[src/rtl/eq_fir_pkg.sv]
// Shared sizes and types for the equalizer-band serial FIR front end.
// Coefficients are signed Q(-2).18 values; this block only stores and routes them.
package eq_fir_pkg;

  localparam int TAPS      = 64;
  localparam int CNT_W     = $clog2(TAPS);
  localparam int DATA_W    = 16;
  localparam int COEF_W    = 16;
  localparam int FRAC_BITS = 18;

  typedef logic [CNT_W-1:0]  tap_idx_t;
  typedef logic [DATA_W-1:0] sample_t;
  typedef logic [COEF_W-1:0] coef_t;

  localparam tap_idx_t FIRST_TAP = tap_idx_t'(0);
  localparam tap_idx_t LAST_TAP  = tap_idx_t'(TAPS - 1);

endpackage

[src/rtl/fir_tap_sequencer_if.sv]
// Sample/coefficient bus between the FIR tap sequencer and its host and MAC.
// The master side feeds samples and coefficient updates; the slave side is the sequencer.
interface fir_tap_sequencer_if;
  import eq_fir_pkg::*;

  logic     clk_enable;
  sample_t  filter_in;
  logic     coef_wr_en;
  tap_idx_t coef_wr_addr;
  coef_t    coef_wr_data;
  logic     coef_commit;

  sample_t  input_mux;
  coef_t    product_mux;
  logic     phase_0;
  logic     phase_63;
  logic     commit_pending;

  modport master (
    output clk_enable, filter_in, coef_wr_en, coef_wr_addr, coef_wr_data, coef_commit,
    input  input_mux, product_mux, phase_0, phase_63, commit_pending
  );

  modport slave (
    input  clk_enable, filter_in, coef_wr_en, coef_wr_addr, coef_wr_data, coef_commit,
    output input_mux, product_mux, phase_0, phase_63, commit_pending
  );

endinterface

[src/rtl/fir_coeff_bank.sv]
// Double-buffered coefficient store: the host fills the shadow bank at any time and the
// active bank is swapped in only at the frame boundary, so a frame never mixes sets.
module fir_coeff_bank
  import eq_fir_pkg::*;
(
  input  logic     clk,
  input  logic     rst,
  input  logic     wr_en,
  input  tap_idx_t wr_addr,
  input  coef_t    wr_data,
  input  logic     commit,
  input  logic     copy_slot,
  input  tap_idx_t rd_addr,
  output coef_t    rd_data,
  output logic     pending
);

  coef_t           shadow_reg [TAPS];
  coef_t           active_reg [TAPS];
  logic            pending_reg;
  logic            pending_next;
  logic            copy_now;
  logic [TAPS-1:0] wr_hit;

  // A commit landing on the copy edge itself is honoured immediately.
  assign copy_now = copy_slot & (pending_reg | commit);

  generate
    for (genvar gi = 0; gi < TAPS; gi++) begin : g_wr_decode
      assign wr_hit[gi] = wr_en & (wr_addr == tap_idx_t'(gi));
    end
  endgenerate

  always_ff @(posedge clk or negedge rst) begin
    if (!rst) begin
      for (int k = 0; k < TAPS; k++) begin
        shadow_reg[k] <= '0;
        active_reg[k] <= '0;
      end
    end else begin
      for (int k = 0; k < TAPS; k++) begin
        if (wr_hit[k]) begin
          shadow_reg[k] <= wr_data;
        end
        // Right-hand side is the pre-edge shadow, so a same-edge write stays in shadow only.
        if (copy_now) begin
          active_reg[k] <= shadow_reg[k];
        end
      end
    end
  end

  always_comb begin
    pending_next = pending_reg;
    if (copy_now) begin
      pending_next = 1'b0;
    end else if (commit) begin
      pending_next = 1'b1;
    end
  end

  always_ff @(posedge clk or negedge rst) begin
    if (!rst) begin
      pending_reg <= 1'b0;
    end else begin
      pending_reg <= pending_next;
    end
  end

  assign rd_data = active_reg[rd_addr];
  assign pending = pending_reg;

endmodule

[src/rtl/fir_tap_sequencer.sv]
// Serial 64-tap FIR front end: tap counter, frame strobes and sample delay line,
// presenting one delay[k]/coef[k] pair per enabled cycle to the shared MAC.
module fir_tap_sequencer
  import eq_fir_pkg::*;
(
  input  logic               clk,
  input  logic               rst,
  fir_tap_sequencer_if.slave bus
);

  tap_idx_t count_reg;
  tap_idx_t count_next;
  sample_t  delay_reg [TAPS];
  logic     first_slot;
  logic     last_slot;

  // Unqualified by reset so the sequential logic never uses rst as data.
  assign first_slot = bus.clk_enable & (count_reg == FIRST_TAP);
  assign last_slot  = bus.clk_enable & (count_reg == LAST_TAP);
  assign count_next = count_reg + tap_idx_t'(1);

  always_ff @(posedge clk or negedge rst) begin
    if (!rst) begin
      count_reg <= '0;
    end else if (bus.clk_enable) begin
      count_reg <= count_next;
    end
  end

  // The line shifts only at the frame boundary, so it is stable across the next frame.
  always_ff @(posedge clk or negedge rst) begin
    if (!rst) begin
      for (int k = 0; k < TAPS; k++) begin
        delay_reg[k] <= '0;
      end
    end else if (last_slot) begin
      delay_reg[0] <= bus.filter_in;
      for (int k = 1; k < TAPS; k++) begin
        delay_reg[k] <= delay_reg[k-1];
      end
    end
  end

  fir_coeff_bank u_coeff_bank (
    .clk       (clk),
    .rst       (rst),
    .wr_en     (bus.coef_wr_en),
    .wr_addr   (bus.coef_wr_addr),
    .wr_data   (bus.coef_wr_data),
    .commit    (bus.coef_commit),
    .copy_slot (last_slot),
    .rd_addr   (count_reg),
    .rd_data   (bus.product_mux),
    .pending   (bus.commit_pending)
  );

  assign bus.input_mux = delay_reg[count_reg];
  assign bus.phase_0   = rst & first_slot;
  assign bus.phase_63  = rst & last_slot;

endmodule

[src/flat_wrapper.sv]
// flat-port wrapper written by rule: the top's interface ports become plain ports
module fir_tap_sequencer_flat import eq_fir_pkg::*;
  (clk, rst, bus_clk_enable, bus_filter_in, bus_coef_wr_en, bus_coef_wr_addr, bus_coef_wr_data, bus_coef_commit, bus_input_mux, bus_product_mux, bus_phase_0, bus_phase_63, bus_commit_pending);
  fir_tap_sequencer_if bus_i ();
  input  logic clk;
  input  logic rst;
  input wire logic [$bits(bus_i.clk_enable)-1:0] bus_clk_enable;
  input wire logic [$bits(bus_i.filter_in)-1:0] bus_filter_in;
  input wire logic [$bits(bus_i.coef_wr_en)-1:0] bus_coef_wr_en;
  input wire logic [$bits(bus_i.coef_wr_addr)-1:0] bus_coef_wr_addr;
  input wire logic [$bits(bus_i.coef_wr_data)-1:0] bus_coef_wr_data;
  input wire logic [$bits(bus_i.coef_commit)-1:0] bus_coef_commit;
  output wire logic [$bits(bus_i.input_mux)-1:0] bus_input_mux;
  output wire logic [$bits(bus_i.product_mux)-1:0] bus_product_mux;
  output wire logic [$bits(bus_i.phase_0)-1:0] bus_phase_0;
  output wire logic [$bits(bus_i.phase_63)-1:0] bus_phase_63;
  output wire logic [$bits(bus_i.commit_pending)-1:0] bus_commit_pending;
  assign bus_i.clk_enable = bus_clk_enable;
  assign bus_i.filter_in = bus_filter_in;
  assign bus_i.coef_wr_en = bus_coef_wr_en;
  assign bus_i.coef_wr_addr = bus_coef_wr_addr;
  assign bus_i.coef_wr_data = bus_coef_wr_data;
  assign bus_i.coef_commit = bus_coef_commit;
  assign bus_input_mux = bus_i.input_mux;
  assign bus_product_mux = bus_i.product_mux;
  assign bus_phase_0 = bus_i.phase_0;
  assign bus_phase_63 = bus_i.phase_63;
  assign bus_commit_pending = bus_i.commit_pending;
  fir_tap_sequencer u_core (.clk(clk), .rst(rst), .bus(bus_i));
endmodule
[config.mk]
export PLATFORM = sky130hd
export DESIGN_NAME = fir_tap_sequencer_flat
export DESIGN_NICKNAME = d
export VERILOG_FILES = /design/src/rtl/eq_fir_pkg.sv /design/src/rtl/fir_tap_sequencer_if.sv /design/src/rtl/fir_coeff_bank.sv /design/src/rtl/fir_tap_sequencer.sv /design/src/flat_wrapper.sv
export SDC_FILE = /design/constraint.sdc
export NUM_CORES = 2
export LEC_CHECK = 0
export BUFFER_PORTS_ARGS = -buffer_cell sky130_fd_sc_hd__buf_2
export CORE_ASPECT_RATIO = 0.7
export CORE_MARGIN = 2
export CORE_UTILIZATION = 35
export DETAILED_ROUTE_END_ITERATION = 6
export GPL_ROUTABILITY_DRIVEN = 0
export SETUP_SLACK_MARGIN = 0.02
export SYNTH_ARGS = -nofsm -noshare
export SYNTH_HDL_FRONTEND = slang
export SYNTH_HIERARCHICAL = 1
export SYNTH_SLANG_ARGS = --single-unit
[constraint.sdc]
create_clock -name clk -period 3.85 [get_ports clk]
set_clock_uncertainty 0.15 [all_clocks]
set_input_delay 0.1925 -clock clk [delete_from_list [all_inputs] [get_ports clk]]
set_output_delay 0.1925 -clock clk [all_outputs]
set_load 0.02 [all_outputs]
---- Yosys cells after proc, flatten, opt, wreduce, memory -nomap -nowiden ----
Index checks and enable logic that the tools add are counted.
word-level totals
  register bits ........................... 3079
  input bits .............................. 43
cells by class
  add/subtract/negate cells ............... 1
  $lt $le $gt $ge ......................... 1
  equal/unequal tests ..................... 64
  mux-type cells .......................... 8
  bitwise logic cells ..................... 71
  reductions and logical operators ........ 3
operator list
  kind                                                             count
  6-bit == test, second input constant                             33
  16-bit binary-select mux with 6-bit select                       2
  6-bit by 5-bit == test with 1-bit output, second input constant  16
  1-bit AND                                                        69
  16-bit 2-to-1 mux                                                4
  6-bit by 4-bit == test with 1-bit output, second input constant  8
  6-bit by 3-bit == test with 1-bit output, second input constant  4
  6-bit by 2-bit == test with 1-bit output, second input constant  2
  6-bit logical NOT                                                2
  7-bit greater-or-equal comparator, second input constant         1
  6-bit NOT with 7-bit output                                      1
  6-bit by 1-bit adder with 6-bit output, second input constant    1
  6-bit by 1-bit == test with 1-bit output, second input constant  1
  1-bit 2-to-1 mux                                                 2
  2-bit nonzero test                                               1
  1-bit bitwise OR                                                 1

---- Logic depth before layout (Yosys ltp) ----
  depth after elaboration ................. 4
  gate-level depth with buffers ........... 11
  gate-level depth less buffers ........... 5

---- Hierarchy ----
The synthesis kept the hierarchy.
modules (own cells, without submodules)
  module             times used  cells an instance  area an instance (µm²)  sequential area each (µm²)
  fir_coeff_bank     1           5158               84125.7                 51274.2
  fir_tap_sequencer  1           2881               46335.7                 25774.7

---- Worst setup path before layout ----
No wires, ideal clock.
  path kind ............................... register -> register
  start ................................... reg u_core.count_reg[5]
  end ..................................... reg u_core/u_coeff_bank/active_reg[1000] (netlist name)
  library setup time ...................... 125 ps
  data arrival time ....................... 2707 ps
  data required time ...................... 3575 ps
  path slack .............................. 868 ps
  stages on the path, launching flop included .. 12
  buffers on the path ..................... 7
  clock period less this slack ............ 2982 ps
  cells stage by stage .................... dfrtp_1 buf_2 nand2_1 nor3_1 buf_2 buf_2 buf_2 o21ai_1 clkbuf_1 clkbuf_1 buf_2 mux2_2
on the way
  word-level cells in the longest chain between the ends .. 3
ends and longest elaborated chain
  what                             line                     text
  from (decl)                      fir_tap_sequencer.sv:11  tap_idx_t count_reg;
  from (signal assigned)           fir_tap_sequencer.sv:26  count_reg <= count_next;
  6-bit == test                    fir_tap_sequencer.sv:19  assign last_slot = bus.clk_enable & (count_reg == LAST_TAP);
  1-bit AND                        fir_tap_sequencer.sv:19
  via u_core.last_slot             fir_tap_sequencer.sv:15  logic last_slot;
  1-bit AND                        fir_coeff_bank.sv:26     assign copy_now = copy_slot & (pending_reg | commit);
  to (signal, indexed assignment)  fir_coeff_bank.sv:47     active_reg[k] <= shadow_reg[k];
  to (decl)                        fir_coeff_bank.sv:19     coef_t active_reg [TAPS];
The timed path passes the listed nets, and every way through them passes these cells.
A chain may end at the register's enable or synchronous reset.

---- Worst setup path in the final report ----
  start ................................... reg u_core.count_reg[0]
  end ..................................... out bus_product_mux[14]
on the way
  word-level cells in the longest chain between the ends .. 4
ends and longest elaborated chain
  what                                                   line                  text
  6-bit NOT with 7-bit output (not written as such)      fir_coeff_bank.sv:70  assign rd_data = active_reg[rd_addr];
  16-bit binary-select mux with 6-bit select             fir_coeff_bank.sv:70
  16-bit 2-to-1 mux (not written as such) (2 in series)  fir_coeff_bank.sv:70
  to (decl)                                              flat_wrapper.sv:14    output wire logic [$bits(bus_i.product_mux)-1:0] bus_product_mux;
No other way between the ends. The select of a mux whose other input is x is not followed.

==> impl_metrics.json <==
{
  "synth_top_family_by_area": "multiplexers",
  "tritoncts": "built",
  "syn2layout_area_growth_pct": 18.0,
  "yosys-top-cells-count": "dfrtp_1, mux2_2, mux4_2",
  "detailed_place_hpwl_mm": 198,
  "synth_top_area_share_pct": 59.1,
  "synthesis.nets": 8084,
  "setup_tns_ns": -0.0294,
  "post_drt_wl_per_cell_um": 24.1,
  "end_kind": "primary output",
  "worst_slack_ns": -0.0294,
  "port_buffers": 77,
  "path_clk_slew_ns": 0.06,
  "synth_compound_area_share_pct": 1.23,
  "drc": 0,
  "max_slew_margin_pct": 16.1,
  "postSynth.asyncResetShare_pct": 100,
  "setup_viol": 1,
  "layout-drive-gt1-share_pct": 56.1,
  "die_x_um": 734,
  "powerDensity_nw_per_um2": 565,
  "pin_count": 78,
  "grt_overflow_total": 0,
  "grt_max_degree": 153,
  "synth_top_area_cell": "dfrtp_1",
  "synth_fa_ha_area_share_pct": 0.0192,
  "required_ns": 3.51,
  "worstSetupPathType": "flip-flop to primary output",
  "min_period_over_period_pct": 101,
  "die_h_um": 515,
  "syn-mean-instance-area_um2": 16.2,
  "dr.pass1.iters": 5,
  "cts.root.buffer_cell": "clkbuf_16",
  "die_area_um2": 378000,
  "fin_crit_ns": 3.88,
  "drt_iter0_drc": 4982,
  "start_util_pct": 35.2,
  "final_antenna_net_count": 0,
  "critPathArrivalTime_ns": 3.54,
  "synth_warnings": 6,
  "synth.area.top_cells": "dfrtp_1, mux2_2, mux4_2",
  "h-tree-depth": 5,
  "viasPerCell": 5.24,
  "core_area_um2": 371000,
  "clock_latency_ns": 0.92,
  "yosysMostFrequentCell": "dfrtp_1",
  "synth_edf_count": 0,
  "hold_path.class": "primary input to flip-flop",
  "synthMuxAreaShare_pct": 36.0,
  "synth_area_um2": 130000,
  "routed_wl_mm": 328,
  "ys_seq_elements": 3079,
  "netlist_instances": 8039,
  "ys_seq_area_share_pct": 59.1,
  "layout.nets": 8483,
  "design_area_um2": 154000,
  "reg2reg_depth": 12,
  "grt_usage_pct": 17.2,
  "holdPathStages": 2,
  "vias": 71286,
  "rows": 187,
  "grt_pass1_vias": 76299,
  "final_hold_viol_count": 0,
  "rsz0062_at_grt": "true",
  "antenna_found_initial": 19,
  "dpl_cell_area_um2": 139000,
  "worst_pin_slew_ns": 1.26,
  "multi_input_area_um2": 52100,
  "fmax_mhz": 258,
  "seq_area_um2": 77100,
  "cp-start-kind": "flip-flop",
  "grt_pass1_wl_mm": 500,
  "maxCapViolCount": 0,
  "p_leak_nw": 73.9,
  "drv_slew": 0,
  "yosys.area_share.simple_pct": 1.51,
  "cp_max_fo": 6,
  "violations": "setup timing",
  "dominantRegCellSynth": "dfrtp_1",
  "fill_cells": 32744,
  "synth.distinct_cells": 52,
  "synthXorXnorAreaFrac_pct": 0.0336,
  "ir_drop_v": 0.000382,
  "clkSinkCount": 3079,
  "numCtsBuffers": 321,
  "status": "finished with violations",
  "hold_ws_ns": 0.0596,
  "clk_path_buf_depth": 4
}
-- cell usage in the layout, fill, tap and decap left out, drive strengths merged, types with 13 or more instances in the layout --
master and count:
a22oi 58, clkinv 63, o22ai 18, o21ai 19, a221oi 22, buf 613
mux2 3127, nand3 29, nor2 97, a21oi 37, nor3 36, inv 14
and3 17, dlygate4sd3 53, nand2b 15, nor2b 14, a211oi 26, dfrtp 3079
nand2 175, nor4 13, mux2i 77, bufinv 24, mux4 488, clkbuf 466
-- path summary, 6_finish.rpt --
check                                               startpoint                                   to  slack, ns
max                                        u_core/count_reg[0]                  bus_product_mux[14]      -0.03
min                                        bus_coef_wr_data[3]  u_core/u_coeff_bank/shadow_reg[147]       0.06
max reg2reg                                u_core/count_reg[0]  u_core/u_coeff_bank/active_reg[720]       0.23
min reg2reg                u_core/u_coeff_bank/shadow_reg[713]  u_core/u_coeff_bank/active_reg[713]       0.25
max in group asynchronous                                  rst  u_core/u_coeff_bank/shadow_reg[704]       2.23
min in group asynchronous                                  rst                u_core/delay_reg[924]       0.17
-- power by group --
group          switching (mW)  internal (mW)
registers               0.986           34.1
clock network            13.1           18.6
logic                    11.0           9.23
-- worst max-delay path: stages, from the launching register on --
cell	delay, ns
dfrtp_4	0.50
buf_8	0.16
buf_12	0.15
bufbuf_16	0.29
or3_4	0.43
buf_4	0.18
o22ai_2	0.17
a211o_1	0.26
a21oi_1	0.09
nor3_2	0.22
buf_4	0.18
-- logic make-up (layout without fill, tap and decap cells) --
family	Yosys count	in the layout
mux	3692	3692
flops	3079	3079
buf+inv	610	1250
simple gates	427	427
compound gates	224	224
xor+xnor	5	5
fa+ha+maj	2	2
other cells	0	5
-- through the flow --
stage                     util (%)  total power, mW  std cells  setup WS [ns]
after global routing          41.5             90.6      13594        -0.0947
after detailed placement      37.4             51.2      12828          0.169
final                         41.5             87.0      13598        -0.0294
after CTS                     41.3             87.5      13551        -0.0915
after floorplan                  -             43.9       8039          0.868
after global placement        37.4             50.9      12828          0.178
-- layout make-up --
type / instances / share of cell area, %
Inverter: 7 / 0.0211
Clock buffer: 462 / 6.09
Antenna cell: 5 / 0.00812
Multi-Input combinational cell: 4350 / 33.8
Sequential cell: 3079 / 50.0
Tap cell: 4914 / 3.99
Clock inverter: 102 / 0.886
Timing Repair Buffer: 679 / 5.15
-- per-layer routing --
metal  GRT usage, %  vias to the layer above  share of wire, %  wire (um)
met2           25.9                     1207                44     145000
met3           2.64                      397               4.8      15700
li1               -                    30497                 -          -
met5              0                        -            0.0040         13
met1           26.3                    39183                49     161000
met4           3.71                        2               2.0       6400
-- timing repair --
item | 4_1_cts | 5_1_grt
resized for setup | 355 | 127
gates cloned | 27 | 4
pin swaps | 62 | 53
endpoints found under the hold margin | 1676 | 0
hold buffers | 54 | 0
endpoints found under the setup margin | 33 | 32
buffers inserted | 83 | 47
No activity file was read; power rests on OpenSTA's default activity.
